--- config.mk ---
export PLATFORM = sky130hd
export DESIGN_NAME = dist32_flat
export DESIGN_NICKNAME = d
export VERILOG_FILES = /design/src/rtl/dist32_pkg.sv /design/src/rtl/dist32_if.sv /design/src/rtl/dist32_node.sv /design/src/rtl/dist32.sv /design/src/flat_wrapper.sv
export SDC_FILE = /design/constraint.sdc
export NUM_CORES = 2
export LEC_CHECK = 0
export CAP_MARGIN = 10
export CORE_MARGIN = 10
export CORE_UTILIZATION = 30
export CTS_BUF_LIST = sky130_fd_sc_hd__clkbuf_16
export DETAILED_ROUTE_END_ITERATION = 8
export SLEW_MARGIN = 10
export SYNTH_ARGS = -nofsm -noshare
export SYNTH_HDL_FRONTEND = slang
export SYNTH_SLANG_ARGS = --single-unit
--- constraint.sdc ---
create_clock -name clk -period 4.2 [get_ports clk]
set_input_delay 1.05 -clock clk [delete_from_list [all_inputs] [get_ports clk]]
set_output_delay 1.05 -clock clk [all_outputs]
set_load 0.01 [all_outputs]
--- src/rtl/dist32_pkg.sv ---
// dist32 shared definitions: operand/leaf geometry and the per-node record.
package dist_pkg;

    localparam int DATA_W = 32;
    localparam int LEAVES = 32;
    localparam int LEVELS = $clog2(LEAVES);

    // One switch-node register as seen by a reader of the tree. The mask
    // field is sized for the root; deeper levels only use the low
    // LEAVES >> level bits.
    typedef struct packed {
        logic              active;
        logic [LEAVES-1:0] mask;
        logic [DATA_W-1:0] data;
    } node_t;

endpackage

--- src/rtl/dist32_if.sv ---
// dist32 operand/leaf bus: buffer-side handshake in, leaf lanes out.
interface dist32_if;
    import dist_pkg::*;

    logic                     in_valid;
    logic                     in_ready;
    logic [DATA_W-1:0]        in_data;
    logic [LEAVES-1:0]        in_mask;
    logic                     out_ready;
    logic [LEAVES-1:0]        out_valid;
    logic [LEAVES*DATA_W-1:0] out_data;

    modport master (
        output in_valid, in_data, in_mask, out_ready,
        input  in_ready, out_valid, out_data
    );

    modport slave (
        input  in_valid, in_data, in_mask, out_ready,
        output in_ready, out_valid, out_data
    );

endinterface

--- src/rtl/dist32_node.sv ---
// dist_node: one 1-to-2 switch of the distribution tree. The parent mask
// slice is split in halves; a child whose half is nonzero becomes active and
// captures the parent data, an idle child keeps its old data untouched.
module dist_node
    import dist_pkg::*;
#(
    parameter int SLICE_W = 2
)
(
    input  logic              clk,
    input  logic              rst,
    input  logic              en,
    input  logic              p_active,
    input  logic [DATA_W-1:0] p_data,
    input  logic [SLICE_W-1:0] p_mask,
    output logic              c0_active,
    output logic [DATA_W-1:0] c0_data,
    output logic              c1_active,
    output logic [DATA_W-1:0] c1_data
);

    localparam int HALF = SLICE_W / 2;

    logic lo_hit;
    logic hi_hit;

    assign lo_hit = p_active & (|p_mask[HALF-1:0]);
    assign hi_hit = p_active & (|p_mask[SLICE_W-1:HALF]);

    // Child registers: activity always follows the parent, data only moves into active children.
    always_ff @(posedge clk) begin
        if (rst) begin
            c0_active <= 1'b0;
            c1_active <= 1'b0;
            c0_data   <= '0;
            c1_data   <= '0;
        end else if (en) begin
            c0_active <= lo_hit;
            c1_active <= hi_hit;
            if (lo_hit) begin
                c0_data <= p_data;
            end
            if (hi_hit) begin
                c1_data <= p_data;
            end
        end
    end

endmodule

--- src/rtl/dist32.sv ---
// dist32: pipelined 32-leaf multicast tree. One register level per tree
// level; the top owns the stage-valid chain, the elastic advance logic,
// the per-level mask copies and the accept/drop counters.
module dist32
    import dist_pkg::*;
(
    input  logic        clk,
    input  logic        rst,
    dist32_if.slave     bus,
    output logic [15:0] pkt_cnt,
    output logic [15:0] drop_cnt
);

    logic [LEVELS:1] v;
    logic [LEVELS:1] adv;
    logic [LEVELS:1] lvl_en;
    logic            mask_nz;
    logic            accept;
    logic            load_root;
    logic [LEAVES-1:0] mask_q [LEVELS-1:1];

    assign mask_nz   = |bus.in_mask;
    assign bus.in_ready = ~rst & (~v[1] | adv[1]);
    assign accept    = bus.in_valid & bus.in_ready;
    assign load_root = accept & mask_nz;

    // Advance ripples back from the leaves; a level only loads when its source holds a real operand, so bubbles move without toggling node data.
    always_comb begin
        adv    = '0;
        lvl_en = '0;
        adv[LEVELS] = bus.out_ready;
        for (int l = LEVELS - 1; l >= 1; l--) begin
            adv[l] = ~v[l+1] | adv[l+1];
        end
        lvl_en[1] = load_root;
        for (int l = 2; l <= LEVELS; l++) begin
            lvl_en[l] = adv[l-1] & v[l-1];
        end
    end

    // Stage-valid chain: level 1 takes a nonzero-mask accept, deeper levels take their upstream valid.
    always_ff @(posedge clk) begin
        if (rst) begin
            v <= '0;
        end else begin
            if (bus.in_ready) begin
                v[1] <= load_root;
            end
            for (int l = 2; l <= LEVELS; l++) begin
                if (adv[l-1]) begin
                    v[l] <= v[l-1];
                end
            end
        end
    end

    // Full operand mask travels alongside each level so every node can pick its own slice.
    always_ff @(posedge clk) begin
        if (rst) begin
            for (int l = 1; l < LEVELS; l++) begin
                mask_q[l] <= '0;
            end
        end else begin
            if (lvl_en[1]) begin
                mask_q[1] <= bus.in_mask;
            end
            for (int l = 2; l < LEVELS; l++) begin
                if (lvl_en[l]) begin
                    mask_q[l] <= mask_q[l-1];
                end
            end
        end
    end

    // Accepted operands are counted as delivered or dropped depending on whether any leaf was addressed.
    always_ff @(posedge clk) begin
        if (rst) begin
            pkt_cnt  <= '0;
            drop_cnt <= '0;
        end else if (accept) begin
            if (mask_nz) begin
                pkt_cnt <= pkt_cnt + 16'd1;
            end else begin
                drop_cnt <= drop_cnt + 16'd1;
            end
        end
    end

    for (genvar l = 0; l <= LEVELS; l++) begin : lvl
        localparam int NODES = 1 << l;

        logic [NODES*DATA_W-1:0] data;
        logic [NODES-1:0]        act;

        if (l == 0) begin : g_src
            node_t root;
            assign root.active = mask_nz;
            assign root.mask   = bus.in_mask;
            assign root.data   = bus.in_data;
            assign data = root.data;
            assign act  = root.active;
        end else begin : g_tree
            localparam int PW = LEAVES >> (l - 1);

            for (genvar j = 0; j < NODES / 2; j++) begin : node
                logic [PW-1:0] pm;

                if (l == 1) begin : g_pm_root
                    assign pm = bus.in_mask[j*PW +: PW];
                end else begin : g_pm_inner
                    assign pm = mask_q[l-1][j*PW +: PW];
                end

                dist_node #(.SLICE_W(PW)) u_node (
                    .clk       (clk),
                    .rst       (rst),
                    .en        (lvl_en[l]),
                    .p_active  (lvl[l-1].act[j]),
                    .p_data    (lvl[l-1].data[j*DATA_W +: DATA_W]),
                    .p_mask    (pm),
                    .c0_active (act[2*j]),
                    .c0_data   (data[2*j*DATA_W +: DATA_W]),
                    .c1_active (act[2*j+1]),
                    .c1_data   (data[(2*j+1)*DATA_W +: DATA_W])
                );
            end
        end
    end

    assign bus.out_valid = {LEAVES{v[LEVELS]}} & lvl[LEVELS].act;
    assign bus.out_data  = lvl[LEVELS].data;

endmodule

--- src/flat_wrapper.sv ---
// flat-port wrapper written by rule: the top's interface ports become plain ports
module dist32_flat import dist_pkg::*;
  (clk, rst, pkt_cnt, drop_cnt, bus_in_valid, bus_in_data, bus_in_mask, bus_out_ready, bus_in_ready, bus_out_valid, bus_out_data);
  dist32_if bus_i ();
  input  logic clk;
  input  logic rst;
  output logic [15:0] pkt_cnt;
  output logic [15:0] drop_cnt;
  input wire logic [$bits(bus_i.in_valid)-1:0] bus_in_valid;
  input wire logic [$bits(bus_i.in_data)-1:0] bus_in_data;
  input wire logic [$bits(bus_i.in_mask)-1:0] bus_in_mask;
  input wire logic [$bits(bus_i.out_ready)-1:0] bus_out_ready;
  output wire logic [$bits(bus_i.in_ready)-1:0] bus_in_ready;
  output wire logic [$bits(bus_i.out_valid)-1:0] bus_out_valid;
  output wire logic [$bits(bus_i.out_data)-1:0] bus_out_data;
  assign bus_i.in_valid = bus_in_valid;
  assign bus_i.in_data = bus_in_data;
  assign bus_i.in_mask = bus_in_mask;
  assign bus_i.out_ready = bus_out_ready;
  assign bus_in_ready = bus_i.in_ready;
  assign bus_out_valid = bus_i.out_valid;
  assign bus_out_data = bus_i.out_data;
  dist32 u_core (.clk(clk), .rst(rst), .bus(bus_i), .pkt_cnt(pkt_cnt), .drop_cnt(drop_cnt));
endmodule
==> results.txt <==
The run finished with clean final reports. After detailed routing, the number of remaining DRC violations is 0. The number of global-route vias before repair came to 61900. The clock root buffer is clkbuf_16. After synthesis, the netlist uses 44 different library cells.

Excluding fillers, the count of instances in the completed layout stands at around 13000. The number of top-level pins came out at 1157. The core region is 256000 µm². The main combinational cell family by area after synthesis is simple AND/OR/NAND/NOR gates. The fraction of the mapped netlist area in simple logic gates came out at 0.195. The post-CTS setup buffer count came out at 0. The initial utilization of the core area, before any placement, comes to 0.301.

Setup repair after global routing left no endpoint under its margin. The starting DRC count in detailed routing is 5558. The first TritonRoute pass finished after 5 iterations. The placed wire-length estimate came out at 232 mm. The average size of a mapped cell came out at 8.83 µm².

Summing internal, switching and leakage power gives 42.3 mW. The critical path goes through buf_4 > and2_1 > clkdlybuf4s50_1. The area overhead of the layout relative to synthesis came out at 29.3%. The post-synthesis adder-cell area fraction came out at 0.000324. TritonCTS built the clock tree.

The initial antenna violation count came out at 40. The worst hold-check slack came out at around 0.42 ns. The clock net sink count is 2211.

The number of hold-repair buffers added at the cts stage came out at 0. The post-layout net count is 9733. The detailed-routing wirelength on met1 is 132 mm.

The highest layer used for signal routing is met4. Of the total synthesized cell area, the portion taken by XOR and XNOR cells is 0.000680. The die boundary height came out at 527 µm.

The final-report hold violation count was 0. Sorting the synthesized cells by area gives the leading types as dfxtp_1 (54%), nand2_1 (13%), a21oi_1 (9.3%). Setup violations remaining at the end of the flow were counted as 0. The most used flip-flop cell after synthesis is dfxtp_1. The stage delay of the slowest cell on the critical path came out at 0.77 ns.

The mux cell area share after synthesis came out at 0.0835. The number of nets in the synthesized netlist is 8813. The via count normalized by instance count is roughly 5. The per-cell routed wire length came out at 23.7 µm. The longest clock path from root to sink contains 3 buffers. The worst setup margin came out at about 0.39 ns.

The die outline width came out at 527 µm. The max-slew violation total from the final report came out at 0. The wire length on met3 is 23.8 mm. The post-detailed-placement cell area came out at 92300 µm².

The H-tree generated during clock tree synthesis spans 4 levels. The share of the synthesized area in compound gates (AO/OA/AOI/OAI) came to 0.0974. The clock period minus worst slack is roughly 3.8 ns. The cell area power density came out at 424 nW/µm².

For the final database, setup skew stands at 0.0869 ns. Yosys printed 0 warnings. The share of final-layout standard cells stronger than drive strength 1 is 0.0544. The tool flagged a number of max-cap violations equal to 0. The all-layer global routing usage came out at 0.213. The worst ir drop on vdd is 523 µV. The clock insertion delay at the later pin of the skew report is approximately 0.89 ns. The area of the die came out at between 200000 and 300000 µm².

The quantity of I/O buffers inserted on ports is 1156. The sequential-to-total area share from yosys stat is 0.590. Synthesis produced a netlist whose cell count is 8743. The number of buffers inserted during clock tree synthesis came out at 231.

Dividing the final minimum period by the clock period gives 0.908. The relative max-transition margin came out at 0.204. Including well taps, the total number of placed cells is 12800.

The final layout contains routed wiring with a total length of 315 mm. The async set or reset register ratio after synthesis came out at 0. The largest net degree at the start of global routing came out at roughly 200. The worst setup timing slack at the placement stage came out at 0.0483 ns.

Setup total negative slack on the finished layout was measured at 0 ns. The reg-to-reg setup timing slack is 1.38 ns. The critical path is of the flop to output port type. The final antenna-violating net count came out at 0. The worst hold path belongs to the class flop to flop.

The synthesized netlist occupies a cell area of between 70000 and 80000 µm². The biggest area contributor in the post-synthesis netlist is dfxtp_1. For this run, the share of the core covered by cells in the final layout is 0.389. The required time of the critical path came out at 3.15 ns.

The worst setup path is launched from a flop. At the worst endpoint, the arrival time is 2.76 ns. For this design, the slowest cell found on the critical path is dfxtp_4. The number of enable flip-flop cells after synthesis came out at 128.

The final route contains around 65000 vias. The floorplan row count came out at 186. The number of gates given a new drive strength after cts came out at 0. The static leakage came out at 38.3 nW. Of the post-synthesis cell area, the dominant cell type holds 0.540. Clock-pin slew was measured on the worst setup and hold paths at 0.06 ns. The total congestion overflow after global routing is 0.

Routability-driven placement finished with a final weighted congestion of 0.863. Of all nets on the critical path, the largest fanout is 25. The worst setup path is captured at an output port.

The slew at the pin with the worst max-slew slack is 1.19 ns. The first-pass GRT wire length is 443 mm. After routing the design area is 99800 µm². The synthesized design contains 2211 register bits. After detailed routing, the met2 layer carries 145 mm of wire.

The maximum achievable frequency is 262 MHz.
cells in the mapped netlist, types with 14 or more instances:
cell type,instances
buf_2,157
clkbuf_1,475
nor4_1,14
and3_1,139
a21oi_1,1428
dfxtp_1,2083
or4_1,17
nor2_1,658
nand3_1,56
nand2_1,2773
and2_1,67
edfxtp_1,128
mux2i_1,642
cell families (layout without fill, tap and decap cells):
group / Yosys count / count (layout)
AND/OR/NAND/NOR: 3762 / 3762
flip-flops: 2211 / 2211
AO/OA/AOI/OAI: 1475 / 1475
multiplexers: 644 / 644
buffers and inverters: 643 / 1763
XOR/XNOR: 6 / 6
adder cells (fa/ha/maj): 2 / 2
other: 0 / 33
worst paths after layout:
path / from / cells after the start / to
setup / recovery: u_core.v[5] / 3 / bus_out_valid[29]
hold / removal: u_core.lvl[4].g_tree.node[0].u_node.c1_data[30] / 2 / u_core.lvl[5].g_tree.node[1].u_node.c1_data[30]
setup reg to reg: u_core.v[5] / 7 / u_core.lvl[2].g_tree.node[0].u_node.c1_data[5]
hold reg to reg: u_core.lvl[4].g_tree.node[0].u_node.c1_data[30] / 2 / u_core.lvl[5].g_tree.node[1].u_node.c1_data[30]
critical path, delay by kind of cell (launching register included):
| family | cells | cell delay, ns |
|---|---|---|
| buf+inv | 2 | 0.94 |
| flops | 1 | 0.77 |
| simple gates | 1 | 0.20 |
registers in the layout, indices dropped and copies added, names as in the netlist:
name and cells:
u_core.v 5, u_core.mask_q 128, u_core.lvl.g_tree.node.u_node.c1_active 31, u_core.lvl.g_tree.node.u_node.c0_active 31, u_core.lvl.g_tree.node.u_node.c1_data 992, u_core.pkt_cnt 16
u_core.lvl.g_tree.node.u_node.c0_data 992, u_core.drop_cnt 16
power by group:
group / leakage (nW) / internal [mW] / switching (mW)
combinational: 16.3 / 0.171 / 0.574
sequential: 18.1 / 21.3 / 0.127
clock: 3.85 / 11.2 / 9.03
total: 38.3 / 32.6 / 9.73
routing by layer:
layer  vias up  track usage
li1      30600            -
met1     31400        0.267
met2      2293        0.344
met3       458       0.0565
met4         0       0.0924
met5         -            0
final cells by class:
type	instances	area (µm²)
Inverter	10	38.8
Clock buffer	238	5960
Sequential cell	2211	45500
Timing Repair Buffer	1320	13200
Fill cell	25700	157000
Clock inverter	195	1540
Antenna cell	33	82.6
Multi-Input combinational cell	5889	29300
Tap cell	3384	4230
placed cells by master, fill, tap and decap left out, types with 29 or more instances in the layout:
cell and count:
nand2_1 2767, dfxtp_1 2082, a21oi_1 1427, clkdlybuf4s50_1 1154
nor2_1 656, mux2i_1 642, clkbuf_16 238, and3_1 139
buf_4 136, edfxtp_1 128, and2_1 64, inv_1 64
clkinv_1 52, nand3_1 49, clkinv_2 35, diode_2 33
buf_12 29
Note: power is estimated with default switching activity, not from simulation.
